**src/rtl/shift_pkg.sv**
```systemverilog
// Shared types and constants for the shift_reg_seq burst shifter.
package shift_pkg;

  typedef enum logic [1:0] {
    SM_LOGIC,
    SM_ARITH,
    SM_ROT,
    SM_SERIAL
  } shift_mode_t;

  typedef enum logic {
    S_IDLE,
    S_RUN
  } state_t;

  localparam logic DIR_RIGHT = 1'b0;
  localparam logic DIR_LEFT  = 1'b1;

endpackage

```
**src/rtl/shift_step.sv**
```systemverilog
// One single-bit shift of a WIDTH-bit word; the only place the fill rules live,
// so the manual and burst paths cannot disagree.
module shift_step
  import shift_pkg::*;
#(
  parameter int WIDTH = 16
) (
  input  logic [WIDTH-1:0] data_i,
  input  logic             dir_i,
  input  shift_mode_t      mode_i,
  input  logic             serial_i,
  output logic [WIDTH-1:0] data_o,
  output logic             out_bit_o
);

  logic fillBit;

  always_comb begin
    fillBit   = 1'b0;
    out_bit_o = 1'b0;
    data_o    = data_i;
    if (dir_i == DIR_LEFT) begin
      out_bit_o = data_i[WIDTH-1];
      // Arithmetic left behaves like logical left: zero enters at the LSB.
      case (mode_i)
        SM_ROT:    fillBit = data_i[WIDTH-1];
        SM_SERIAL: fillBit = serial_i;
        default:   fillBit = 1'b0;
      endcase
      data_o = {data_i[WIDTH-2:0], fillBit};
    end else begin
      out_bit_o = data_i[0];
      case (mode_i)
        SM_ARITH:  fillBit = data_i[WIDTH-1];
        SM_ROT:    fillBit = data_i[0];
        SM_SERIAL: fillBit = serial_i;
        default:   fillBit = 1'b0;
      endcase
      data_o = {fillBit, data_i[WIDTH-1:1]};
    end
  end

endmodule

```
**src/rtl/shift_reg_seq.sv**
```systemverilog
// Shift register with parallel load and an autonomous burst sequencer that
// performs Count single-bit shifts, reporting progress via Busy/Done.
module shift_reg_seq
  import shift_pkg::*;
#(
  parameter int WIDTH = 16,
  parameter int CNT_W = $clog2(WIDTH + 1)
) (
  input  logic             Clk,
  input  logic             Reset_n,
  input  logic             Load,
  input  logic [WIDTH-1:0] Data_in,
  input  logic             Shift,
  input  logic             Start,
  input  logic [CNT_W-1:0] Count,
  input  logic             Dir,
  input  logic [1:0]       Mode,
  input  logic             Serial_in,
  output logic [WIDTH-1:0] Data_out,
  output logic             Serial_out,
  output logic             Busy,
  output logic             Done
);

  state_t           state_q;
  logic [CNT_W-1:0] remain_q;
  logic             dir_q;
  shift_mode_t      mode_q;
  logic [WIDTH-1:0] data_q;
  logic             sout_q;
  logic             done_q;

  logic             stepDir;
  shift_mode_t      stepMode;
  logic [WIDTH-1:0] data_d;
  logic             outBit_d;

  // A running burst uses the settings captured at Start; idle shifts use live ones.
  always_comb begin
    stepDir  = Dir;
    stepMode = shift_mode_t'(Mode);
    if (state_q == S_RUN) begin
      stepDir  = dir_q;
      stepMode = mode_q;
    end
  end

  shift_step #(
    .WIDTH(WIDTH)
  ) u_step (
    .data_i   (data_q),
    .dir_i    (stepDir),
    .mode_i   (stepMode),
    .serial_i (Serial_in),
    .data_o   (data_d),
    .out_bit_o(outBit_d)
  );

  always_ff @(posedge Clk or negedge Reset_n) begin
    if (!Reset_n) begin
      state_q  <= S_IDLE;
      remain_q <= '0;
      dir_q    <= DIR_RIGHT;
      mode_q   <= SM_LOGIC;
      data_q   <= '0;
      sout_q   <= 1'b0;
      done_q   <= 1'b0;
    end else begin
      done_q <= 1'b0;
      if (Load) begin
        data_q   <= Data_in;
        state_q  <= S_IDLE;
        remain_q <= '0;
      end else if (state_q == S_IDLE) begin
        if (Start) begin
          dir_q    <= Dir;
          mode_q   <= shift_mode_t'(Mode);
          remain_q <= Count;
          if (Count == '0) begin
            done_q <= 1'b1;
          end else begin
            state_q <= S_RUN;
          end
        end else if (Shift) begin
          data_q <= data_d;
          sout_q <= outBit_d;
        end
      end else begin
        data_q   <= data_d;
        sout_q   <= outBit_d;
        remain_q <= remain_q - CNT_W'(1);
        if (remain_q == CNT_W'(1)) begin
          state_q <= S_IDLE;
          done_q  <= 1'b1;
        end
      end
    end
  end

  assign Data_out   = data_q;
  assign Serial_out = sout_q;
  assign Busy       = (state_q == S_RUN);
  assign Done       = done_q;

endmodule

```
**config.mk**
```make
export PLATFORM = sky130hd
export DESIGN_NAME = shift_reg_seq
export DESIGN_NICKNAME = d
export VERILOG_FILES = /design/src/rtl/shift_pkg.sv /design/src/rtl/shift_step.sv /design/src/rtl/shift_reg_seq.sv
export SDC_FILE = /design/constraint.sdc
export NUM_CORES = 1
export LEC_CHECK = 0
export BUFFER_PORTS_ARGS = -buffer_cell sky130_fd_sc_hd__buf_2
export CORE_UTILIZATION = 40
export CTS_BUF_LIST = sky130_fd_sc_hd__clkbuf_8 sky130_fd_sc_hd__clkbuf_16
export DETAILED_ROUTE_END_ITERATION = 10
export PLACE_DENSITY = 0.75
export SLEW_MARGIN = 5
export SYNTH_ARGS = -nofsm -noshare
export SYNTH_HDL_FRONTEND = slang
export SYNTH_SLANG_ARGS = --single-unit
```
**constraint.sdc**
```tcl
create_clock -name Clk -period 4 [get_ports Clk]
set_input_delay 0.4 -clock Clk [delete_from_list [all_inputs] [get_ports Clk]]
set_output_delay 0.4 -clock Clk [all_outputs]
set_load 0.01 [all_outputs]
```
-- After elaboration in Yosys (flattened, before gate mapping)
Index checks and enable logic that the tools add are counted.
Widths: inputs -> output; s select.
- register bits after elaboration: 27
- logic and storage cells: 49
- $add $sub $neg: 1
- eq/ne operators: 6
- muxes and demuxes: 26
- bitwise logic cells: 2
- reductions and logical operators: 7
- operators with widths (operator ; count):
    $mux 16 ; 5
    $mux 1 ; 15
    $mux 5 ; 3
    $reduce_and 3->1 ; 2
    $reduce_bool 3->1 ; 2
    $eq 5x1->1 const B ; 1
    $logic_not 5->1 ; 1
    $sub 5x1->5 const B ; 1
    $eq 2x2->1 const B ; 2
    $ne 3x2->1 const B ; 1
    $pmux 1 s3 ; 1
    $eq 2x1->1 const B ; 1
    $mux 2 ; 1
    $ne 2x1->1 const B ; 1
    $not 1->1 ; 2
    $pmux 1 s2 ; 1
    $reduce_and 2->1 ; 1
    $reduce_bool 2->1 ; 1

-- Longest topological paths before layout
Gate-level depths: netlist of run 1.
- depth after elaboration: 8
- mapped depth: 6
- depth with buffers taken out: 6

-- Hierarchy
Synthesis of run 1 repeated with hierarchy kept, for this count alone.
- cell total of the unflattened synthesis: 138
- area, all modules: 1687.9 sq um
- modules (own cells, without submodules) (module ; times used ; cells an instance ; area an instance (sq um)):
    shift_reg_seq ; 1 ; 112 ; 1398.8
    shift_step ; 1 ; 26 ; 289.0

-- Least setup slack after synthesis of run 1
OpenSTA, ideal clock, no wires.
- path type: input to register
- start point: input Start
- end point: register data_q[12] (netlist: Data_out[12])
- data arrival time: 1.436 ns
- required time: 3.875 ns
- path slack: 2.440 ns
- stages: 5
- path through: buf_2 nand2b_1 nand3_2 buf_2 mux2_2
- cells in the longest elaborated chain, start to end: 2
- ends and longest elaborated chain (item ; RTL line ; RTL):
    start: declaration ; shift_reg_seq.sv:14 ; input logic Start,
    $ne 3x2->1 (no line) ; -- ;
    $reduce_and 2->1 (no line) ; -- ;
    end signal: assignment ; shift_reg_seq.sv:71 ; data_q <= Data_in;
    end signal: assignment ; shift_reg_seq.sv:85 ; data_q <= data_d;
    end signal: assignment ; shift_reg_seq.sv:89 ; data_q <= data_d;
    end: declaration ; shift_reg_seq.sv:29 ; logic [WIDTH-1:0] data_q;
No other way between the ends.
A chain may end at the register's enable or synchronous reset.

-- Final worst setup path of run 1
- start point: register state_q (netlist: Busy)
- end point: register data_q[14] (netlist: Data_out[14])
- cells in the longest elaborated chain, start to end: 6
- elaborated cells on any way between the ends: 9
- those cells by class: eq/ne: 1; mux: 6; reduce/logical: 2
- ends and longest elaborated chain (item ; RTL line ; RTL):
    start: declaration ; shift_reg_seq.sv:25 ; state_t state_q;
    start signal: assignment ; shift_reg_seq.sv:61 ; state_q <= S_IDLE;
    start signal: assignment ; shift_reg_seq.sv:72 ; state_q <= S_IDLE;
    start signal: assignment ; shift_reg_seq.sv:82 ; state_q <= S_RUN;
    $mux 1 ; shift_reg_seq.sv:42 ; if (state_q == S_RUN) begin
    $mux 16 ; shift_step.sv:22 ; if (dir_i == DIR_LEFT) begin
    $mux 16 ; shift_reg_seq.sv:84 ; end else if (Shift) begin
    $mux 16 ; shift_reg_seq.sv:75 ; if (Start) begin
    $mux 16 ; shift_reg_seq.sv:74 ; end else if (state_q == S_IDLE) begin
    $mux 16 ; shift_reg_seq.sv:70 ; if (Load) begin
Parallel ways exist; a longest one is shown, timed or not. The select of a mux whose other input is x is not followed.

==> results.md, run 1 <==
* Fin crit share at 51.1%
* RSZ-0062 raised after global routing: false
* Critical Path Sink Type: flip-flop
* Hold/Removal Path Class: in -> async
* Utilization after layout at 50.9%
* Clock Tree Buf Depth at 2
* Cells after Synth at 161
* Worst skew pair latency at 0.27 ns
* H-tree levels at 1
* Synth Flop Type: dfrtp_1
* Synth cell types at 33
* Layout cells sized above 1 at 36.8%
* Routability cong. at 0.886
* Worst Path Arrival at 2.21 ns
* Port Buffers at 48
* Initial Util at 42.6%
* Flop-to-flop setup slack at 1.96 ns
* Sequential Power Share at 48.5%
* First-pass GRT wire length at 5.58 mm
* Avg Vias per Cell at 5.32
* Yosys warns at 0
* Final ANT Viol Nets at 0
* Post-Synthesis Net Count at 193
* Clk sinks at 27
* Core area at 3770 um2
* Tightest Pin Transition at 0.638 ns
* Critical Path Start: Busy$_DFF_PN0_
* HPWL after DPL at 2.45 mm
* First-pass DRT Iterations at 4
* Die Width at 65.4 um
* Routed WL per cell at 13.3 um
* CTS buffer count at 3
* Internal power at 520 uW
* GRT Total Usage at 16.6%
* Post-route cell area at 1920 um2
* Routed WL at 3.36 mm
* Worst R2R Start: Busy$_DFF_PN0_
* DR vias at 1340
* Fmax at 489 MHz
* Clock Tree Root: clkbuf_8
* Comb pwr share at 31.5%
* Largest cells by area after synthesis: dfrtp_1, mux2_2, mux2i_1, o21ai_0, nand2_1
* Initial antenna violation count at 0
* Full die area at 4280 um2
* Synth Cell Area at 1610 um2
* Total Neg Setup Slack at 0 ns
* IO Count at 49
* Peak VDD IR at 162 uV
* Post-synth top area cell: dfrtp_1
* Cell Rows at 22
* Pins Over Slew Limit at 0
* Tmin final at 2.04 ns
* Max-Cap Viols at 0
* CP Max Fanout at 20
* Die Y at 65.4 um
* Synth-to-Final Area Change at 19.4%
* Register bit total from synthesis at 27
* Synth async-reset ratio at 100%
* Iteration-0 DRC Markers at 58
* Final Setup Violations at 0
* Sw Ratio at 33.1%
* Syn Area/Cell at 9.99 um2
* Worst path required time at 4.16 ns
* Number of synthesized flops with an enable pin at 0
* Post-route DRC at 0
* Vias in the first global route at 1238
* Nets at 237
* Switch Pwr at 257 uW
* Clock-pin slew on the worst setup and hold paths at 0.09 ns
* Final hold violation count at 0
* Setup bufs post-CTS at 0
* PostCTS Resize Cnt at 0
* Cell leakage power at 0.000935 uW
* Largest net degree at the start of global routing at 41
* P per Cell Area at 405 nW/um2
* Placement Cell Area at 1870 um2
* Run status: finished, final reports clean
* Hold Buf Count CTS at 0
* Clock tree from TritonCTS: built
* Clock power share at 19.9%
* Number of diodes at 0
* Sequential area share after synthesis at 42.0%
* WS Path Type: reg -> reg
* Top cell type's share of synthesized area at 42.0%
* Gr ovfl total at 0
* Fin Clk Skew at 0.00225 ns
* CP startpoint kind: flip-flop
* Rel. slew slack at 57.5%
area by class of cell:
type	instances	area, um2
Timing Repair Buffer	49	248
Sequential cell	27	676
Clock inverter	1	7.51
Multi-Input combinational cell	117	861
Inverter	7	26.3
Tap cell	48	60.1
Clock buffer	3	41.3
Fill cell	346	1850
layer usage:
layer	global-route usage [%]	share of wire, %
met4	4.89	1.1
met5	0	0
met3	2.43	3.5
met2	27.2	47
met1	22.6	48
stage by stage:
stage	total power, uW	std cells	hold slack [ns]	setup slack, ns
global route	831	252	0.160	1.82
detailed placement	629	248	0.432	1.97
finish	777	252	0.115	1.96
floorplan	537	161	0.104	2.44
CTS	784	252	0.135	1.97
global placement	621	248	0.433	2.02
path summary, 6_finish.rpt:
path / end / cells past startpoint
worst min-delay path: Data_out[9]$_DFFE_PN0P_ / 1
min in group Clk: dir_q$_DFFE_PN0P_ / 2
worst max-delay path: Data_out[14]$_DFFE_PN0P_ / 5
max in group asynchronous: remain_q[3]$_DFFE_PN0P_ / 1
worst min register to register: dir_q$_DFFE_PN0P_ / 1
worst max register to register: Data_out[14]$_DFFE_PN0P_ / 5
power groups by stage:
stage / clock network [uW] / registers [uW] / logic [uW]
6_report: 155 / 377 / 245
5_1_grt: 170 / 385 / 275
4_1_cts: 160 / 376 / 247
3_5_place_dp: 0 / 382 / 247
3_3_place_gp: 0 / 380 / 242
2_1_floorplan: 0 / 385 / 152
registers in the layout, indices dropped and copies added (netlist names):
| name | count |
|---|---|
| Busy | 1 |
| Data_out | 16 |
| Done | 1 |
| Serial_out | 1 |
| dir_q | 1 |
| mode_q | 2 |
| remain_q | 5 |
worst max-delay path: stages (launching register included):
cell and delay, ns:
dfrtp_1 0.71, mux2i_2 0.27, buf_4 0.33, mux2i_1 0.23, o21ai_0 0.11, mux2_2 0.29
Yosys cell counts, types with 2 or more instances:
library cell,instances
nor3_1,3
a21oi_1,7
o211a_1,2
ha_1,2
a211oi_1,4
mux2i_1,18
o21ai_0,18
a41oi_1,2
dfrtp_1,27
clkbuf_1,2
buf_2,6
mux2_2,19
inv_1,7
nand2_1,18
nor2_1,8
placed cells by master (no fill, tap or decap), drive strengths merged:
cell	instances
o211a	2
a311o	1
xnor2	1
nor3b	1
ha	2
a22oi	1
a222oi	1
or4	1
a41oi	2
o31ai	1
nand4	1
nor2	8
mux2i	18
o21ai	18
nor3	3
and3	1
nand2	18
a21oi	7
inv	7
and3b	1
a311oi	1
mux2	19
buf	49
and4	1
nand2b	1
a211oi	4
dfrtp	27
clkinvlp	1
clkbuf	3
nand3	1
a31o	1
and4b	1
cells by family after synthesis:
kind of cell / count (synthesis) / share of synthesized area (%)
and+or+nand+nor: 38 / 11.4
xor gates and xnor gates: 1 / 0.545
muxes: 37 / 24.5
AOI/OAI and AO/OA: 39 / 15.3
adders and majority gates: 2 / 1.56
DFF: 27 / 42.0
buffers and inverters: 17 / 4.67
(Power assumes the default switching activity.)
==> run 2, diff against run 1 <==
PLACE_DENSITY = 0.77   (was 0.75)
clock period = 1.7 ns   (was 4 ns; I/O delays follow)
==> results.md, run 2 (same netlist as run 1, synthesis figures left out) <==
* Total power at 1840 uW (+140%)
* Crit path largest cell delay at 0.41 ns (-0.30 ns)
* Layout fillers at 330 (-4.6%)
* Nets at 242 (+2.1%)
* Final worst setup slack at 0.113 ns (-1.84 ns)
* H-tree levels at 1 (unchanged)
* Worst hold path stage count at 2
* Leading cell types in the layout, fill and taps excluded: buf_2, dfrtp_1, mux2_2
* Critical Path Sink Type: flip-flop
* Slowest cell on crit path: dfrtp_1
* Tmin final at 1.59 ns (-0.457 ns)
* Flop-to-flop setup slack at 0.11 ns (-1.84 ns)
* Routed WL at 3.59 mm (+6.7%)
* Tightest Pin Transition at 0.598 ns (-0.0399 ns)
* Clock Tree Root: clkbuf_8
* Clk sinks at 27 (unchanged)
* Max-Cap Viols at 0 (unchanged)
* FF-to-FF path depth at 5 (unchanged)
* WS Path Type: reg -> reg
* Fin Clk Skew at 0.00494 ns (+0.00270 ns)
* Initial antenna violation count at 0 (unchanged)
* Crit-path cells: buf_4, inv_1, a41oi_1, a311o_1, a41oi_1
* Gr ovfl total at 0 (unchanged)
* Port Buffers at 48 (unchanged)
* Pre-CTS setup slack at 0.0626 ns (-1.91 ns)
* WP buf/inv at 2 (+1)
* Clock tree from TritonCTS: built
* Final ANT Viol Nets at 0 (unchanged)
* Core area at 3770 um2 (unchanged)
* Avg Vias per Cell at 5.42 (+1.9%)
* Worst R2R Start: Busy$_DFF_PN0_
* Peak VDD IR at 368 uV (+130%)
* Die Y at 65.4 um (unchanged)
* IO Count at 49 (unchanged)
* CP top delay family: compound AO/OA/AOI/OAI gates
* HPWL after DPL at 2.64 mm (+7.8%)
* Hold/Removal Path Class: in -> reg
* Final hold violation count at 0 (unchanged)
* RSZ-0062 raised after global routing: false
* GRT Total Usage at 17.4% (+0.82 points)
* Reg-to-Reg End: Data_out[15]$_DFFE_PN0P_
* Routed WL per cell at 13.9 um (+4.7%)
* Layout cells sized above 1 at 37.8% (+1.0 points)
* Fin crit share at 93.4% (+42 points)
* Largest net degree at the start of global routing at 33 (-20%)
* Worst Path Arrival at 1.77 ns (-0.44 ns)
* Iteration-0 DRC Markers at 57 (-1.7%)
* P per Cell Area at 939 nW/um2 (+130%)
* Fmax at 630 MHz (+29%)
* DR vias at 1392 (+3.9%)
* Final Setup Violations at 0 (unchanged)
* First-pass DRT Iterations at 4 (unchanged)
* Hold path start: Dir
* Cell Rows at 22 (unchanged)
* Vias in the first global route at 1260 (+1.8%)
* Most frequent CP cell: a41oi_1
* CP Max Fanout at 15 (-25%)
* Worst hold endpoint: dir_q$_DFFE_PN0P_
* Run status: finished, final reports clean
* Initial Util at 42.6% (unchanged)
* First-pass GRT wire length at 5.72 mm (+2.6%)
* Routability cong. at 0.780 (-12%)
* Largest register FFs at 16 (unchanged)
* Die Width at 65.4 um (unchanged)
* Rel. slew slack at 60.2% (+2.7 points)
* Pins Over Slew Limit at 0 (unchanged)
* Utilization after layout at 52.1% (+1.2 points)
* Cell leakage power at 0.000963 uW (+3.0%)
* Clock Tree Buf Depth at 2 (unchanged)
* Worst path required time at 1.88 ns (-2.28 ns)
* Post-route DRC at 0 (unchanged)
* Clock-pin slew on the worst setup and hold paths at 0.09 ns (about the same)
* Full die area at 4280 um2 (unchanged)
* CP startpoint kind: flip-flop
* Number of diodes at 0 (unchanged)
* Worst skew pair latency at 0.27 ns (about the same)
* Most common cell after layout, fill and taps aside: buf_2
* CTS buffer count at 3 (unchanged)
* Total Neg Setup Slack at 0 ns (unchanged)
* Synth-to-Final Area Change at 22.2%
[run 2: cell count changes in the layout (fill, tap and decap cells not counted)]
| cell | previous run | this run |
|---|---|---|
| buf_4 | 1 | 5 |
| clkinv_2 | 0 | 1 |
| clkinvlp_4 | 1 | 0 |
| dlygate4sd3_1 | 0 | 1 |
| nand3_2 | 1 | 0 |
| nand3_4 | 0 | 1 |
[run 2: cell type report]
cell class	instances	area (um2)	share of cell area [%]
multi-input cells	117	868	44.2
flip-flops and latches	27	676	34.4
repair buffers	54	288	14.6
well taps	48	60.1	3.06
clock buffers	3	41.3	2.10
inverters	7	26.3	1.34
clock inverters	1	5.00	0.255
[run 2: power by group]
group	switching (uW)	internal [uW]	total, uW
Sequential	118	760	878
Clock	192	164	356
Combinational	299	311	610
Total	609	1240	1840
[run 2: metal layers]
layer  track usage (%)  up-vias  part of all wire, %  routed length [um]
li1                  -      684                    -                   -
met1              21.9      670                   46                1660
met2              30.3       34                   50                1790
met3              2.08        4                  2.5                  90
met4              6.52        0                  1.1                  40
met5                 0        -                    0                   0
[run 2: repair_timing]
action / in CTS / in global routing
endpoints found under the setup margin: 0 / 15
hold buffers: 1 / 0
setup buffers: 0 / 0
gates resized for setup: 0 / 1
endpoints found under the hold margin: 27 / 0
[run 2: worst max path at each step]
stage                   start                  endpoint  slack (ns)  depth (start not counted)
3_3_place_gp   Busy$_DFF_PN0_  Data_out[10]$_DFFE_PN0P_        0.13                          4
2_1_floorplan  Busy$_DFF_PN0_   Data_out[4]$_DFFE_PN0P_        0.15                          5
5_1_grt        Busy$_DFF_PN0_  Data_out[15]$_DFFE_PN0P_        0.01                          5
6_report       Busy$_DFF_PN0_  Data_out[15]$_DFFE_PN0P_        0.11                          5
3_5_place_dp   Busy$_DFF_PN0_  Data_out[12]$_DFFE_PN0P_        0.06                          4
4_1_cts        Busy$_DFF_PN0_  Data_out[12]$_DFFE_PN0P_        0.05                          4
[run 2: metrics by stage]
| step | hold slack [ns] | cells | instance area [um2] |
|---|---|---|---|
| 5_1_grt | 0.155 | 257 | 1960 |
| 3_3_place_gp | 0.202 | 252 | 1900 |
| 6_report | 0.168 | 257 | 1960 |
| 2_1_floorplan | -0.126 | 161 | 1610 |
| 3_5_place_dp | 0.207 | 252 | 1900 |
| 4_1_cts | 0.161 | 257 | 1960 |
==> run 3, diff against run 2 <==
ABC_AREA = 1   (was default)
==> results.md, run 3 <==
* Run status: finished, final reports clean
* First-pass GRT wire length at 6.40 mm (+12%)
* Syn Area/Cell at 7.29 um2 (-27%)
* Worst hold path stage count at 2 (unchanged)
* Hold/Removal Path Class: in -> reg
* Leading cell types in the layout, fill and taps excluded: nand2_1, buf_2, inv_1
* Crit-path cells: inv_2, nand2_2, nand2_2, inv_2, nand3_1, nand2_1, nor2_1, nand2_1, nand2_1
* Slowest cell on crit path: dfrtp_1
* Critical path depth at 9 (+4)
* Pre-CTS setup slack at 0.231 ns (+0.168 ns)
* Routed WL per cell at 12.1 um (-13%)
* Synth cell types at 27 (-18%)
* Cells after Synth at 218 (+35%)
* Nets at 298 (+23%)
* Flop-to-flop setup slack at 0.21 ns (+0.10 ns)
* Fmax at 673 MHz (+6.8%)
* Final Setup Violations at 0 (unchanged)
* Iteration-0 DRC Markers at 121 (+110%)
* Largest cells by area after synthesis: dfrtp_1, nand2_1, inv_1, a21oi_1, o21ai_0
* Largest net degree at the start of global routing at 28 (-15%)
* Final ANT Viol Nets at 0 (unchanged)
* First-pass DRT Iterations at 4 (unchanged)
* WP buf/inv at 2 (unchanged)
* IO Count at 49 (unchanged)
* Worst Path Arrival at 1.66 ns (-0.11 ns)
* Sequential area share after synthesis at 42.5% (+0.50 points)
* Most frequent CP cell: nand2_1
* CP top delay family: simple AND/OR/NAND/NOR gates
* Vias in the first global route at 1439 (+14%)
* Critical Path Sink Type: flip-flop
* Most common cell after layout, fill and taps aside: nand2_1
* Post-Synthesis Net Count at 250 (+30%)
* Port Buffers at 48 (unchanged)
* Peak VDD IR at 343 uV (-6.9%)
* Final hold violation count at 0 (unchanged)
* Cell leakage power at 0.00101 uW (+4.9%)
* Initial antenna violation count at 0 (unchanged)
* Layout cells sized above 1 at 23.4% (-14 points)
* H-tree levels at 1 (unchanged)
* Final worst setup slack at 0.213 ns (+0.101 ns)
* Number of synthesized flops with an enable pin at 0 (unchanged)
* Crit path largest cell delay at 0.49 ns (+0.08 ns)
* Synth-to-Final Area Change at 20.6%
* Cell Rows at 22 (unchanged)
* Fin crit share at 87.5% (-5.9 points)
* Clock Tree Buf Depth at 2 (unchanged)
* Reg-to-Reg End: Data_out[15]$_DFFE_PN0P_
* RSZ-0062 raised after global routing: false
* CP Max Fanout at 15 (unchanged)
* Total Neg Setup Slack at 0 ns (unchanged)
* Post-route DRC at 0 (unchanged)
* Gr ovfl total at 0 (unchanged)
* Register bit total from synthesis at 27 (unchanged)
* FF-to-FF path depth at 9 (+4)
* Synth Cell Area at 1590 um2 (-1.2%)
* DR vias at 1594 (+15%)
* PostCTS Resize Cnt at 0 (unchanged)
* Number of diodes at 0 (unchanged)
* Die Width at 65.0 um (-0.57%)
* P per Cell Area at 927 nW/um2 (-1.2%)
* Max-Cap Viols at 0 (unchanged)
* Hold path start: Mode[1]
* Yosys warns at 0 (unchanged)
* Largest register FFs at 16 (unchanged)
* Routed WL at 3.79 mm (+5.8%)
* Hold_ws at 0.143 ns (-0.0250 ns)
* Setup bufs post-CTS at 0 (unchanged)
* Hold Buf Count CTS at 1 (unchanged)
* Avg Vias per Cell at 5.09 (-6.0%)
* Synth async-reset ratio at 100% (unchanged)
* Pins Over Slew Limit at 0 (unchanged)
* Top cell type's share of synthesized area at 42.5% (+0.50 points)
* Commonest cells post-synth: nand2_1, dfrtp_1, inv_1
* Routability cong. at 0.872 (+12%)
* Rel. slew slack at 59.9% (-0.22 points)
* Fin Clk Skew at 0.00317 ns (-0.00178 ns)
* WS Path Type: reg -> reg
* Worst hold endpoint: mode_q[1]$_DFFE_PN0P_
* Utilization after layout at 51.2% (-0.89 points)
* GRT Total Usage at 19.9% (+2.4 points)
* Tmin final at 1.49 ns (-0.101 ns)
* Clock tree from TritonCTS: built
* CP startpoint kind: flip-flop
* HPWL after DPL at 2.83 mm (+7.3%)
* Clk sinks at 27 (unchanged)
* Die Y at 65.0 um (-0.57%)
* CTS buffer count at 3 (unchanged)
* Full die area at 4230 um2 (-1.1%)
* Top-count cell post-synth: nand2_1
* Clock-pin slew on the worst setup and hold paths at 0.09 ns (about the same)
* Worst R2R Start: Busy$_DFF_PN0_
* Initial Util at 42.4% (-0.19 points)
* Clock Tree Root: clkbuf_8
* Worst skew pair latency at 0.27 ns (about the same)
* Synth Flop Type: dfrtp_1
* Core area at 3740 um2 (-0.73%)
* Post-synth top area cell: dfrtp_1
* Worst path required time at 1.88 ns (about the same)
* Tightest Pin Transition at 0.601 ns (+0.00333 ns)
[run 3: per-stage QoR]
step | std cells | area, um2 | power [uW]
2_1_floorplan | 218 | 1590 | 1220
3_3_place_gp | 308 | 1860 | 1420
3_5_place_dp | 308 | 1860 | 1420
4_1_cts | 313 | 1920 | 1780
5_1_grt | 313 | 1920 | 1910
6_report | 313 | 1920 | 1780
[run 3: kinds of logic (layout without fill, tap and decap cells)]
kind of cell,after synthesis,in the layout,share of synthesized area (%)
compound gates,63,63,22.2
xor+xnor,2,2,1.10
fa+ha+maj,2,2,1.57
buf+inv,40,87,10.9
flops,27,27,42.5
mux,1,1,0.709
simple gates,83,83,20.9
[run 3: layout make-up]
cell class,count,area (um2)
clock buffer,3,41.3
clock inverter,1,3.75
fill,396,1830
inverter,29,109
multi-input combinational,151,739
sequential,27,676
tap,48,60.1
timing repair buffer,54,288
[run 3: worst reg2reg max path: cells and delay by family, from the launching register on]
kind	cells	cell delay, ns
simple gates	7	0.57
flops	1	0.49
buf+inv	2	0.34
[run 3: routing by layer]
metal	up-vias	GRT usage, %	share of wire (%)
li1	818	-	-
met1	718	27.8	46
met2	52	29.4	46
met3	6	4.23	6.1
met4	0	8.42	1.9
met5	-	0	0
[run 3: worst max path at each step]
stage / startpoint / end / slack (ns)
finish: Busy$_DFF_PN0_ / Data_out[15]$_DFFE_PN0P_ / 0.21
global route: Busy$_DFF_PN0_ / Data_out[15]$_DFFE_PN0P_ / 0.06
CTS: Busy$_DFF_PN0_ / Data_out[15]$_DFFE_PN0P_ / 0.23
detailed placement: Busy$_DFF_PN0_ / Data_out[15]$_DFFE_PN0P_ / 0.23
global placement: Load / Data_out[0]$_DFFE_PN0P_ / 0.29
floorplan: Busy$_DFF_PN0_ / Data_out[2]$_DFFE_PN0P_ / 0.36
[run 3: where the power goes]
part | leakage [uW] | switching (uW) | internal (uW) | total, uW
clock | 0.0000269 | 201 | 162 | 363
combinational | 0.000659 | 364 | 233 | 597
sequential | 0.000325 | 68.6 | 748 | 817
